File: config.mk
export PLATFORM = sky130hd
export DESIGN_NAME = branch_resolve_ctrl
export DESIGN_NICKNAME = d
export VERILOG_FILES = /design/src/rtl/branch_pkg.sv /design/src/rtl/branch_bht.sv /design/src/rtl/branch_comp.sv /design/src/rtl/branch_resolve_ctrl.sv
export SDC_FILE = /design/constraint.sdc
export NUM_CORES = 1
export LEC_CHECK = 0
export CORE_UTILIZATION = 53
export DETAILED_ROUTE_END_ITERATION = 10
export PLACE_DENSITY = 0.9
export SYNTH_ARGS = -nofsm -noshare
export SYNTH_HDL_FRONTEND = slang
export SYNTH_SLANG_ARGS = --single-unit
File: constraint.sdc
create_clock -name clk_i -period 4.3 [get_ports clk_i]
set_input_delay 0.645 -clock clk_i [delete_from_list [all_inputs] [get_ports clk_i]]
set_output_delay 0.645 -clock clk_i [all_outputs]
set_load 0.05 [all_outputs]
File: src/rtl/branch_pkg.sv
// branch_pkg: shared types and constants for the branch resolution block
package branch_pkg;
    typedef enum logic [2:0] {
        F3_BEQ  = 3'b000,
        F3_BNE  = 3'b001,
        F3_BLT  = 3'b100,
        F3_BGE  = 3'b101,
        F3_BLTU = 3'b110,
        F3_BGEU = 3'b111
    } funct3_e;

    typedef enum logic [1:0] {
        S_IDLE,
        S_RESOLVE,
        S_FLUSH
    } state_e;

    localparam logic [1:0] BHT_RESET = 2'b01;
endpackage

File: src/rtl/branch_bht.sv
// branch_bht: table of 2-bit saturating counters, combinational read, synchronous update
module branch_bht
    import branch_pkg::*;
#(
    parameter int ENTRIES = 16,
    localparam int IW = $clog2(ENTRIES)
) (
    input  logic          clk_i,
    input  logic          rst_n_i,
    input  logic [IW-1:0] rd_idx_i,
    output logic          rd_taken_o,
    input  logic          we_i,
    input  logic [IW-1:0] wr_idx_i,
    input  logic          wr_taken_i
);
    logic [1:0] cnt_q [ENTRIES];
    logic [1:0] cur, nxt;

    assign rd_taken_o = cnt_q[rd_idx_i][1];
    assign cur = cnt_q[wr_idx_i];
    assign nxt = wr_taken_i ? (cur == 2'b11 ? cur : cur + 2'b01)
                            : (cur == 2'b00 ? cur : cur - 2'b01);

    // Counters start weakly not-taken; the read port sees the pre-update value in the write cycle
    always_ff @(posedge clk_i or negedge rst_n_i) begin
        if (!rst_n_i) begin
            for (int i = 0; i < ENTRIES; i++) cnt_q[i] <= BHT_RESET;
        end else if (we_i) begin
            cnt_q[wr_idx_i] <= nxt;
        end
    end
endmodule

File: src/rtl/branch_comp.sv
// branch_comp: equality and less-than comparator; br_un_i=1 selects a signed compare
module branch_comp (
    input  logic [31:0] a_i,
    input  logic [31:0] b_i,
    input  logic        br_un_i,
    output logic        br_eq_o,
    output logic        br_lt_o
);
    assign br_eq_o = a_i == b_i;
    assign br_lt_o = br_un_i ? $signed(a_i) < $signed(b_i) : a_i < b_i;
endmodule

File: src/rtl/branch_resolve_ctrl.sv
// branch_resolve_ctrl: resolves one conditional branch at a time, redirects and flushes on mispredict
module branch_resolve_ctrl
    import branch_pkg::*;
#(
    parameter int BHT_ENTRIES  = 16,
    parameter int FLUSH_CYCLES = 2
) (
    input  logic        clk_i,
    input  logic        rst_n_i,
    input  logic        valid_i,
    output logic        ready_o,
    input  logic [31:0] pc_i,
    input  logic [31:0] imm_i,
    input  logic [2:0]  funct3_i,
    input  logic [31:0] rs1_i,
    input  logic [31:0] rs2_i,
    input  logic        pred_taken_i,
    input  logic [31:0] lookup_pc_i,
    output logic        lookup_taken_o,
    output logic        resolved_o,
    output logic        taken_o,
    output logic        mispredict_o,
    output logic        redirect_o,
    output logic [31:0] redirect_pc_o,
    output logic        flush_o,
    output logic        illegal_o
);
    localparam int IW  = $clog2(BHT_ENTRIES);
    localparam int FCW = $clog2(FLUSH_CYCLES + 1);
    localparam logic [FCW-1:0] FLUSH_LOAD = FCW'(FLUSH_CYCLES - 1);

    state_e         state_q, state_d;
    logic [FCW-1:0] flush_cnt_q, flush_cnt_d;
    logic [31:0]    pc_q, imm_q, rs1_q, rs2_q;
    logic [2:0]     f3_q;
    logic           pred_q;
    logic           accept, resolving, illegal, taken, mispred;
    logic           br_un, br_eq, br_lt;
    logic           unused_lookup;

    assign ready_o       = state_q == S_IDLE;
    assign flush_o       = state_q == S_FLUSH;
    assign accept        = valid_i & ready_o;
    assign resolving     = state_q == S_RESOLVE;
    assign br_un         = f3_q == F3_BLT || f3_q == F3_BGE;
    assign illegal       = f3_q[2:1] == 2'b01;
    assign taken         = !illegal && ((f3_q[2] ? br_lt : br_eq) ^ f3_q[0]);
    assign mispred       = !illegal && taken != pred_q;
    assign unused_lookup = ^{lookup_pc_i[31:IW+2], lookup_pc_i[1:0]};

    branch_comp u_comp (
        .a_i     (rs1_q),
        .b_i     (rs2_q),
        .br_un_i (br_un),
        .br_eq_o (br_eq),
        .br_lt_o (br_lt)
    );

    branch_bht #(.ENTRIES(BHT_ENTRIES)) u_bht (
        .clk_i      (clk_i),
        .rst_n_i    (rst_n_i),
        .rd_idx_i   (lookup_pc_i[IW+1:2]),
        .rd_taken_o (lookup_taken_o),
        .we_i       (resolving & ~illegal),
        .wr_idx_i   (pc_q[IW+1:2]),
        .wr_taken_i (taken)
    );

    // Next state and flush countdown; the counter is reloaded every RESOLVE cycle
    always_comb begin
        state_d     = state_q == S_IDLE    ? (accept ? S_RESOLVE : S_IDLE) :
                      state_q == S_RESOLVE ? (mispred ? S_FLUSH : S_IDLE) :
                      (flush_cnt_q == '0 ? S_IDLE : S_FLUSH);
        flush_cnt_d = resolving ? FLUSH_LOAD :
                      (flush_o && flush_cnt_q != '0) ? flush_cnt_q - FCW'(1) : flush_cnt_q;
    end

    // FSM state and flush counter
    always_ff @(posedge clk_i or negedge rst_n_i) begin
        if (!rst_n_i) begin
            state_q     <= S_IDLE;
            flush_cnt_q <= '0;
        end else begin
            state_q     <= state_d;
            flush_cnt_q <= flush_cnt_d;
        end
    end

    // Request capture and one-cycle result pulses registered at the end of RESOLVE
    always_ff @(posedge clk_i or negedge rst_n_i) begin
        if (!rst_n_i) begin
            pc_q          <= '0;
            imm_q         <= '0;
            rs1_q         <= '0;
            rs2_q         <= '0;
            f3_q          <= '0;
            pred_q        <= 1'b0;
            resolved_o    <= 1'b0;
            taken_o       <= 1'b0;
            mispredict_o  <= 1'b0;
            redirect_o    <= 1'b0;
            illegal_o     <= 1'b0;
            redirect_pc_o <= '0;
        end else begin
            if (accept) begin
                pc_q   <= pc_i;
                imm_q  <= imm_i;
                rs1_q  <= rs1_i;
                rs2_q  <= rs2_i;
                f3_q   <= funct3_i;
                pred_q <= pred_taken_i;
            end
            resolved_o   <= resolving;
            taken_o      <= resolving & taken;
            mispredict_o <= resolving & mispred;
            redirect_o   <= resolving & mispred;
            illegal_o    <= resolving & illegal;
            if (resolving) redirect_pc_o <= taken ? pc_q + imm_q : pc_q + 32'd4;
        end
    end
endmodule

==> run metrics <==
crit-path max FO 24; GRT Total Usage 0.250; Final HPWL DP between 15,000 and 20,000 um; Die H between 100 and 150 um; YS warnings 0; Static Leak 0.00609 uW; Mean Syn Cell Area 10.8 sq um; # DRC 0; First-pass DRT Iterations 5; DR vias/cell 5.77; Non-Filler Instances 1,497; crit-path cells ha_1 > a211oi_1 > o21ai_0 > a221oi_1 > o31ai_4 > mux2i_1 > a311oi_2 > mux2i_4 > buf_4 > o21ai_0 > a31oi_1 > nor2_1; most common cell after layout, fill and taps aside dfrtp_1; Final setup viols 0; EDFF count, synth 0; Worst-Skew Late Latency between 500 and 600 ps; grt total ovfl 0; die area 0.0216 sq mm; Power Density 898 mW/mm^2; Root Buffer clkbuf_16; Critical Path Max Stage Delay 670 ps; routed via count 8,638; Final nets approximately 1,400; Worst EP required 4690 ps; core area approximately 0.020 sq mm; Post-Syn Area 0.0112 sq mm; Max Slew Vio Count 0; starting density of the core 0.546; unrepaired setup endpoints after global routing false; total power 12,700 uW; htree depth 1; CTS tree done; Post-CTS Hold Fix Bufs 0; largest net degree at the start of global routing 126; Crit. End Element flip-flop; placed inst area 0.0132 sq mm; CTS sink cnt around 200; Synth Flop Type dfrtp_1; Total Negative Setup Slacks 0 ps; CP most frequent cell o21ai_0; FMAX 0.263 GHz; global placement routability congestion 0.871; drt initial violations 470; synth unique cells 63; number of routed nets with antenna violations 0; pre-CTS WS roughly 450 ps; Clock transition at path regs 60 ps; status complete, no violations; Syn-to-layout area delta 26.2%; Crit path max-delay family compound AO/OA/AOI/OAI gates; postcts setup bufs 0; global-route wire length before repair 43,700 um; peak supply drop 432 uV; Final WS setup just under 500 ps; row count 52; Inserted Diodes 0; CP startpoint kind flip-flop; Synth area leaders dfrtp_1 (42%), mux2_2 (13%), ha_1 (7.6%), o21ai_0 (4.1%), dfstp_2 (3.8%); routed len/inst ~18 um; Syn Inst Count between 1,000 and 1,500; Slowest-stage cell, CP mux2i_4; chip width 147 um; Tmin final 3810 ps; worst setup path class reg2reg; final wirelength 26,600 um; vias in the first global route 8,858; Final Hold Vio Count 0; Ports around 210; layout cells sized above 1 0.186; Post-CTS Resized 0; DP Cell Count roughly 1,500; crit share post-route 0.886; post-synth net total 1,271; top cell type's share of synthesized area 0.421; Inserted Clock Buffers 23; initial antenna violation count 0; max_cap viols 0; Worst Path Arrival 4200 ps; Slew Limit Headroom 0.256; most frequent cells in the layout dfrtp_1 (188), clkdlybuf4s50_1 (177), mux2_2 (127); IO Port Bufs roughly 180; post-route cell area 0.0141 sq mm; clock tree buffer depth 3; sequential area share after synthesis 0.459; worst slew pin tran about 1100 ps; CP Buf/Inv Count 1; Yosys reg bits 204; HP Class in2async; Final Skew between 20 and 25 ps; top cell type by total area after synthesis dfrtp_1; asr flop ratio synth 1.00
==> through the flow <==
stage,utilization,hold WS [ps]
3_3_place_gp,0.648,466
4_1_cts,0.689,319
5_1_grt,0.689,373
6_report,0.689,210
3_5_place_dp,0.648,474
2_1_floorplan,-,349
==> final timing paths <==
path                                   start                end  slack, ps  cells after the start
max                                rs1_q[29]  redirect_pc_o[28]        490                     12
min                                  rst_n_i          imm_q[26]        210                      1
max reg2reg                        rs1_q[29]  redirect_pc_o[28]        490                     12
min reg2reg                redirect_pc_o[14]  redirect_pc_o[14]        480                      2
max in group asynchronous            rst_n_i          rs1_q[16]       2920                      2
min in group clk_i         redirect_pc_o[14]  redirect_pc_o[14]        480                      2
==> cell usage after synthesis (all sizes together) (4+ instances only) <==
cell / instances
nand2b: 4
ha: 68
clkbuf: 34
mux2i: 5
mux2: 127
o211ai: 6
a31oi: 5
a21oi: 48
nand2: 102
nand4: 16
nor2b: 8
or3: 4
o21ai: 98
o21a: 4
xnor2: 25
a221oi: 5
inv: 51
xor2: 31
mux4: 15
nand3: 34
dfstp: 16
buf: 9
nor2: 45
dfrtp: 188
a21o: 22
and3: 8
nor3: 13
==> power breakdown <==
part           leakage [uW]  switching [uW]  internal [uW]
logic               0.00323            3920           3010
clock network      0.000418             787           1400
registers           0.00245             684           2850
total               0.00609            5390           7260
==> layout make-up <==
cell class | count | area (sq um)
clock buffers | 29 | 628
clock inverters | 13 | 225
fillers | 1476 | 6340
inverters | 51 | 191
multi-input cells | 737 | 5670
flip-flops and latches | 204 | 5120
well taps | 270 | 338
repair buffers | 193 | 1910
==> layer usage <==
layer	wire (um)	GRT usage	vias up
li1	-	-	4052
met1	10800	0.310	4228
met2	13100	0.431	299
met3	1940	0.0596	59
met4	750	0.0820	0
met5	0	0	-
==> registers in the layout, summed over array words and instances (netlist names) <==
name           flops
imm_q             32
pc_q              32
redirect_pc_o     32
rs1_q             32
rs2_q             32
u_bht.cnt_q       32
f3_q               3
flush_cnt_q        2
state_q            2
illegal_o          1
pred_q             1
redirect_o         1
resolved_o         1
taken_o            1
==> logic make-up (layout without fill, tap and decap cells) <==
| group | after synthesis | after routing | share of synthesized area |
|---|---|---|---|
| AO/OA/AOI/OAI | 215 | 215 | 0.117 |
| XOR/XNOR | 56 | 56 | 0.0439 |
| adder cells (fa/ha/maj) | 71 | 71 | 0.0800 |
| buffers and inverters | 94 | 286 | 0.0338 |
| flip-flops | 204 | 204 | 0.459 |
| multiplexers | 147 | 147 | 0.164 |
| AND/OR/NAND/NOR | 248 | 248 | 0.103 |
Note: power is estimated with default switching activity, not from simulation.
